--- src/rtl/align_mant.sv ---
//------------------------------------------------------------------------------
// align_mant
//   Mantissa-alignment stage of the single-precision floating-point adder.
//   It restores the hidden bits and appends guard/round/sticky positions. The
//   smaller-exponent significand is right-shifted by the exponent difference in
//   two registered steps: a coarse shift by 8*dif[4:3], then a fine shift by
//   dif[2:0]. A difference of 27 or more flushes the value to zero.
//
//   Flow control uses one global enable, en = !out_valid | out_ready. Every
//   stage register loads or holds together. Bubbles are not collapsed.
//
//   Optional feature macro: ALIGN_STICKY_EN
//     defined     : the bits shifted out are OR-reduced into mant_small_o[0]
//     not defined : no sticky logic; mant_small_o is the plain truncated shift
//
// Ports
//   clk_i          rising-edge clock
//   clr_i          asynchronous active-low reset (clears valids and data)
//   in_valid_i     input beat present
//   in_ready_o     stage accepts a beat this cycle
//   big_i[31:0]    operand with the larger (or equal) exponent
//   small_i[31:0]  operand with the smaller exponent
//   dif_i[7:0]     unsigned exponent difference big.exp - small.exp
//   out_valid_o    output beat present
//   out_ready_i    downstream accepts the beat
//   exp_out_o[7:0] common exponent (big_i[30:23])
//   sign_big_o     big_i[31]
//   sign_small_o   small_i[31]
//   mant_big_o     {hidden, big frac, 3'b000}
//   mant_small_o   aligned {hidden, small frac, G, R, S}
//------------------------------------------------------------------------------
module align_mant (
   input  logic        clk_i,
   input  logic        clr_i,
   input  logic        in_valid_i,
   output logic        in_ready_o,
   input  logic [31:0] big_i,
   input  logic [31:0] small_i,
   input  logic [7:0]  dif_i,
   output logic        out_valid_o,
   input  logic        out_ready_i,
   output logic [7:0]  exp_out_o,
   output logic        sign_big_o,
   output logic        sign_small_o,
   output logic [26:0] mant_big_o,
   output logic [26:0] mant_small_o
);

   localparam logic [26:0] ONES = '1;

   logic        en;

   // input-side significands
   logic [26:0] sig_big;
   logic [26:0] sig_small;
   logic        flush;       // dif >= 27: everything is shifted out
   logic [4:0]  coarse_sh;

   // stage A
   logic        va_q;
   logic [26:0] a_d,        a_q;
   logic [2:0]  fine_d,     fine_q;
   logic [7:0]  exp_a_q;
   logic        sb_a_q;
   logic        ss_a_q;
   logic [26:0] mb_a_q;

   // stage B (output registers)
   logic        vb_q;
   logic [26:0] b_shift;
   logic        sticky_b;
   logic [26:0] ms_d,       ms_q;
   logic [7:0]  exp_q;
   logic        sb_q;
   logic        ss_q;
   logic [26:0] mb_q;

   assign en         = !vb_q | out_ready_i;
   assign in_ready_o = en;

   //---------------------------------------------------------------------------
   // Stage A: hidden bit restore and coarse shift
   //---------------------------------------------------------------------------
   always_comb begin
      sig_big   = {(|big_i[30:23]),   big_i[22:0],   3'b000};
      sig_small = {(|small_i[30:23]), small_i[22:0], 3'b000};
      flush     = (dif_i >= 8'd27);
      coarse_sh = {dif_i[4:3], 3'b000};
      a_d       = '0;
      fine_d    = '0;
      if (!flush) begin
         a_d    = sig_small >> coarse_sh;
         fine_d = dif_i[2:0];
      end
   end

   always_ff @(posedge clk_i or negedge clr_i) begin
      if (!clr_i) begin
         va_q    <= 1'b0;
         a_q     <= '0;
         fine_q  <= '0;
         exp_a_q <= '0;
         sb_a_q  <= 1'b0;
         ss_a_q  <= 1'b0;
         mb_a_q  <= '0;
      end else if (en) begin
         va_q <= in_valid_i;
         if (in_valid_i) begin
            a_q     <= a_d;
            fine_q  <= fine_d;
            exp_a_q <= big_i[30:23];
            sb_a_q  <= big_i[31];
            ss_a_q  <= small_i[31];
            mb_a_q  <= sig_big;
         end
      end
   end

`ifdef ALIGN_STICKY_EN
   logic sticky_a_d, sticky_a_q;

   // On a flush the whole significand is lost, so the sticky is its OR.
   always_comb begin
      sticky_a_d = |(sig_small & ~(ONES << coarse_sh));
      if (flush) begin
         sticky_a_d = |sig_small;
      end
   end

   always_ff @(posedge clk_i or negedge clr_i) begin
      if (!clr_i) begin
         sticky_a_q <= 1'b0;
      end else if (en && in_valid_i) begin
         sticky_a_q <= sticky_a_d;
      end
   end

   assign sticky_b = sticky_a_q | (|(a_q & ~(ONES << fine_q)));
`else
   assign sticky_b = 1'b0;
`endif

   //---------------------------------------------------------------------------
   // Stage B: fine shift and sticky merge
   //   A flushed beat carries fine_q = 0 and a_q = 0, so skipping the fine
   //   shift needs no extra select.
   //---------------------------------------------------------------------------
   always_comb begin
      b_shift = a_q >> fine_q;
      ms_d    = {b_shift[26:1], b_shift[0] | sticky_b};
   end

   always_ff @(posedge clk_i or negedge clr_i) begin
      if (!clr_i) begin
         vb_q  <= 1'b0;
         ms_q  <= '0;
         exp_q <= '0;
         sb_q  <= 1'b0;
         ss_q  <= 1'b0;
         mb_q  <= '0;
      end else if (en) begin
         vb_q <= va_q;
         if (va_q) begin
            ms_q  <= ms_d;
            exp_q <= exp_a_q;
            sb_q  <= sb_a_q;
            ss_q  <= ss_a_q;
            mb_q  <= mb_a_q;
         end
      end
   end

   assign out_valid_o  = vb_q;
   assign exp_out_o    = exp_q;
   assign sign_big_o   = sb_q;
   assign sign_small_o = ss_q;
   assign mant_big_o   = mb_q;
   assign mant_small_o = ms_q;

endmodule
--- config.mk ---
export PLATFORM = sky130hd
export DESIGN_NAME = align_mant
export DESIGN_NICKNAME = d
export VERILOG_FILES = /design/src/rtl/align_mant.sv
export SDC_FILE = /design/constraint.sdc
export NUM_CORES = 1
export LEC_CHECK = 0
export CAP_MARGIN = 25
export CORE_AREA = 2 2 185 114
export CTS_BUF_LIST = sky130_fd_sc_hd__clkbuf_4 sky130_fd_sc_hd__clkbuf_8 sky130_fd_sc_hd__clkbuf_16
export DETAILED_ROUTE_END_ITERATION = 16
export DIE_AREA = 0 0 187 116
export GPL_TIMING_DRIVEN = 0
export HOLD_SLACK_MARGIN = 0.02
export SLEW_MARGIN = 15
export SYNTH_ARGS = -nofsm -noshare
export SYNTH_HDL_FRONTEND = slang
export SYNTH_SLANG_ARGS = --single-unit
--- constraint.sdc ---
create_clock -name clk_i -period 2.85 [get_ports clk_i]
set_input_delay 0.285 -clock clk_i [delete_from_list [all_inputs] [get_ports clk_i]]
set_output_delay 0.285 -clock clk_i [all_outputs]
set_load 0.005 [all_outputs]
==> results.toml <==
[power]
p_int_uw = 4160
power.share.combinational_pct = 20.3
p_switching_uw = 1460
power_per_cell_area_nw_per_um2 = 678
power_frac_clock_pct = 39.6
vdd_drop_max_mv = 0.409
power_leakage_uw = 0.00356
switching_share_pct = 26.0
seq_power_share_pct = 40.1

[yosys]
synth.avg_cell_area_sq_um = 11.7
synthTopCellsByArea = "dfrtp_1 54%, nand2_1 9.3%, mux4_2 8.8%"
synth_area_leader_cell = "dfrtp_1"
synth_top_cell_area_share_pct = 53.7
syn_area_sq_um = 5920
ys_ff_latch = 127
synth.yosys.seq_area_share_pct = 53.7
ys_top_cells_by_count = "147 x nand2_1, 127 x dfrtp_1, 42 x mux2i_1, 34 x mux2_2"
yosys_warnings = 0
synth_most_common_cell = "nand2_1"
synthCells = 507
synth_cell_types = 33
synth-edff-count = 0
ys.flop_type = "dfrtp_1"
synthArstFlopShare_pct = 100

[worst_setup_path]
r2r-end = "exp_out_o[2]"
crit_path_start_kind = "flop"
required_ns = 2.57
cp.arrival_ns = 1.52
critPathMaxFanout = 7
r2r.worst_path.cells = 5
worstSetupPathType = "flop to output pin"
ff2ff_setup_slack_ns = 1.10
worstReg2RegStart = "out_valid_o"
end_kind = "output pin"

[min_path]
min_delay_path_depth = 3
hp-class = "input pin to flop"
min_to = "mb_a_q[16]"
hold_start = "big_i[13]"

[cells_and_area]
drive_gt1_share_pct = 18.8
fillers = 1913
syn2layout_area_growth_pct = 40.2
fin_util_pct = 41.8
nNetsFinal = 744
final_cells = 955

[floorplan]
initial_utilization_pct = 29.8
fp.dieW_um = 187
std_cell_rows = 40
fp.coreArea_sq_um = 19900
die_h_um = 116
die_area_sq_um = 21700
io_pins = 142

[sta]
slew_viol_final = 0
min_period_over_period_pct = 63.4
worst_pin_slew_ns = 0.610
finalSetupViolCount = 0
setup_ws_ns = 1.04
hold_ws_ns = 0.402
rsz0062_at_grt = "no"
max_freq_mhz = 554
setup_tns_ns = 0
fin_crit_ns = 1.81
relSlewSlack_pct = 58.9
hold_violations = 0
clock-skew-final_ns = 0.0121

[routing]
routedWlPerCell_um = 16.9
wl_um = 16100
vias = 4462
vias_per_cell = 4.67
initialDrtViolationCount = 207
first_pass_iters = 6
drtAntennaViolNets = 0
drc_errors = 0

[clocking]
cts_max_level = 4
cts-root-buf = "clkbuf_16"
cts.sinks = 127
cts_tree = "yes"
cts_buffer_depth = 2
clk_pin_slew_ns = 0.06
clk-insertion-delay-late_ns = 0.41
numCtsBuffers = 17

[grt]
track_usage_pct = 15.4
grt_pass1_wl_um = 25700
grt_pass1_vias = 4725
overflow = 0
grt_max_degree = 67
gr-usage-met3_pct = 4.72
met1_usage_pct = 22.6
antenna_found_initial = 1
gr-max-usage-layer = "met1"
use_met2_pct = 22.1

[placed_design]
dp_cells = 921
gp_congestion = 0.846
pre_cts_ws_ns = 0.669
numPortBuffers = 138
hpwlAfterDp_um = 12500

[outcome]
status = "complete, no violations"

[flow_run]
cap_violations = 0
worst max path at each step:
stage / end / start / depth (start not counted) / slack [ns]
after floorplan: mant_small_o[10] / fine_q[0] / 4 / 1.46
after global placement: mant_big_o[24] / clr_i / 1 / -3.29
after detailed placement: exp_out_o[5] / out_ready_i / 6 / 0.67
after CTS: in_ready_o / out_valid_o / 3 / 1.03
after global routing: mant_small_o[25] / out_valid_o / 7 / 0.96
final: in_ready_o / out_valid_o / 3 / 1.04
sequential cells by signal, summed over array words and instances, names as in the netlist:
| signal | flops |
|---|---|
| a_q | 27 |
| exp_a_q | 8 |
| exp_out_o | 8 |
| fine_q | 3 |
| mant_big_o | 24 |
| mant_small_o | 27 |
| mb_a_q | 24 |
| out_valid_o | 1 |
| sb_a_q | 1 |
| sign_big_o | 1 |
| sign_small_o | 1 |
| ss_a_q | 1 |
| va_q | 1 |
placed cells by master (no fill, tap or decap), types with 4 or more instances in the layout:
master and n:
nand2_1 147, dfrtp_1 127, clkinvlp_4 4, a21oi_1 4, mux2i_1 42, inv_6 4, mux2_2 34, buf_2 19
a22o_1 23, buf_6 5, buf_4 8, mux4_2 23, o21ai_0 22, clkbuf_1 6, clkdlybuf4s50_1 137, o21ai_1 22
clkbuf_16 17
cell families (layout without fill, tap and decap cells):
| logic type | after synthesis | in the layout | synth area share (%) |
|---|---|---|---|
| buf+inv | 39 | 211 | 3.89 |
| mux | 99 | 99 | 22.3 |
| compound gates | 76 | 76 | 8.33 |
| simple gates | 165 | 165 | 11.7 |
| flops | 127 | 127 | 53.7 |
| other cells | 1 | 4 | 0.0634 |
per-stage QoR:
stage / power, uW / instance area [sq um]
after floorplan: 2720 / 5920
after global placement: 3400 / 7650
after detailed placement: 3440 / 7680
after CTS: 5700 / 8290
after global routing: 5910 / 8290
final: 5630 / 8300
power by group through the flow:
| stage | logic, uW | clock network (uW) | registers, uW |
|---|---|---|---|
| after global routing | 1250 | 2370 | 2290 |
| after global placement | 1130 | 0 | 2270 |
| after CTS | 1170 | 2280 | 2260 |
| after detailed placement | 1160 | 0 | 2280 |
| final | 1140 | 2230 | 2250 |
| after floorplan | 462 | 0 | 2260 |
critical path: stages, from the launching register on:
cell	delay [ns]
dfrtp_1	0.41
nand2b_4	0.08
buf_6	0.11
clkdlybuf4s50_1	0.50
cell type report:
cell class                      count  area [sq um]  area share (%)
Clock buffer                       17           425            5.13
Timing Repair Buffer              140          1420            17.1
Clock inverter                     15           183            2.20
Buffer                             37           223            2.68
Tap cell                          273           342            4.12
Multi-Input combinational cell    343          2520            30.3
Sequential cell                   127          3180            38.3
Antenna cell                        1          2.50          0.0302
Inverter                            2          7.51          0.0905
metal layers:
metal / part of all wire (%) / routed length [um]
met1: 49 / 7910
met2: 42 / 6760
met4: 0.83 / 134
met3: 8.2 / 1320
met5: 0 / 0
timing repair:
action | 4_1_cts | 5_1_grt
gates resized for setup | 0 | 0
hold buffers | 1 | 0
hold endpoints to repair | 61 | 0
setup buffers | 0 | 0
No activity file was read; power rests on OpenSTA's default activity.
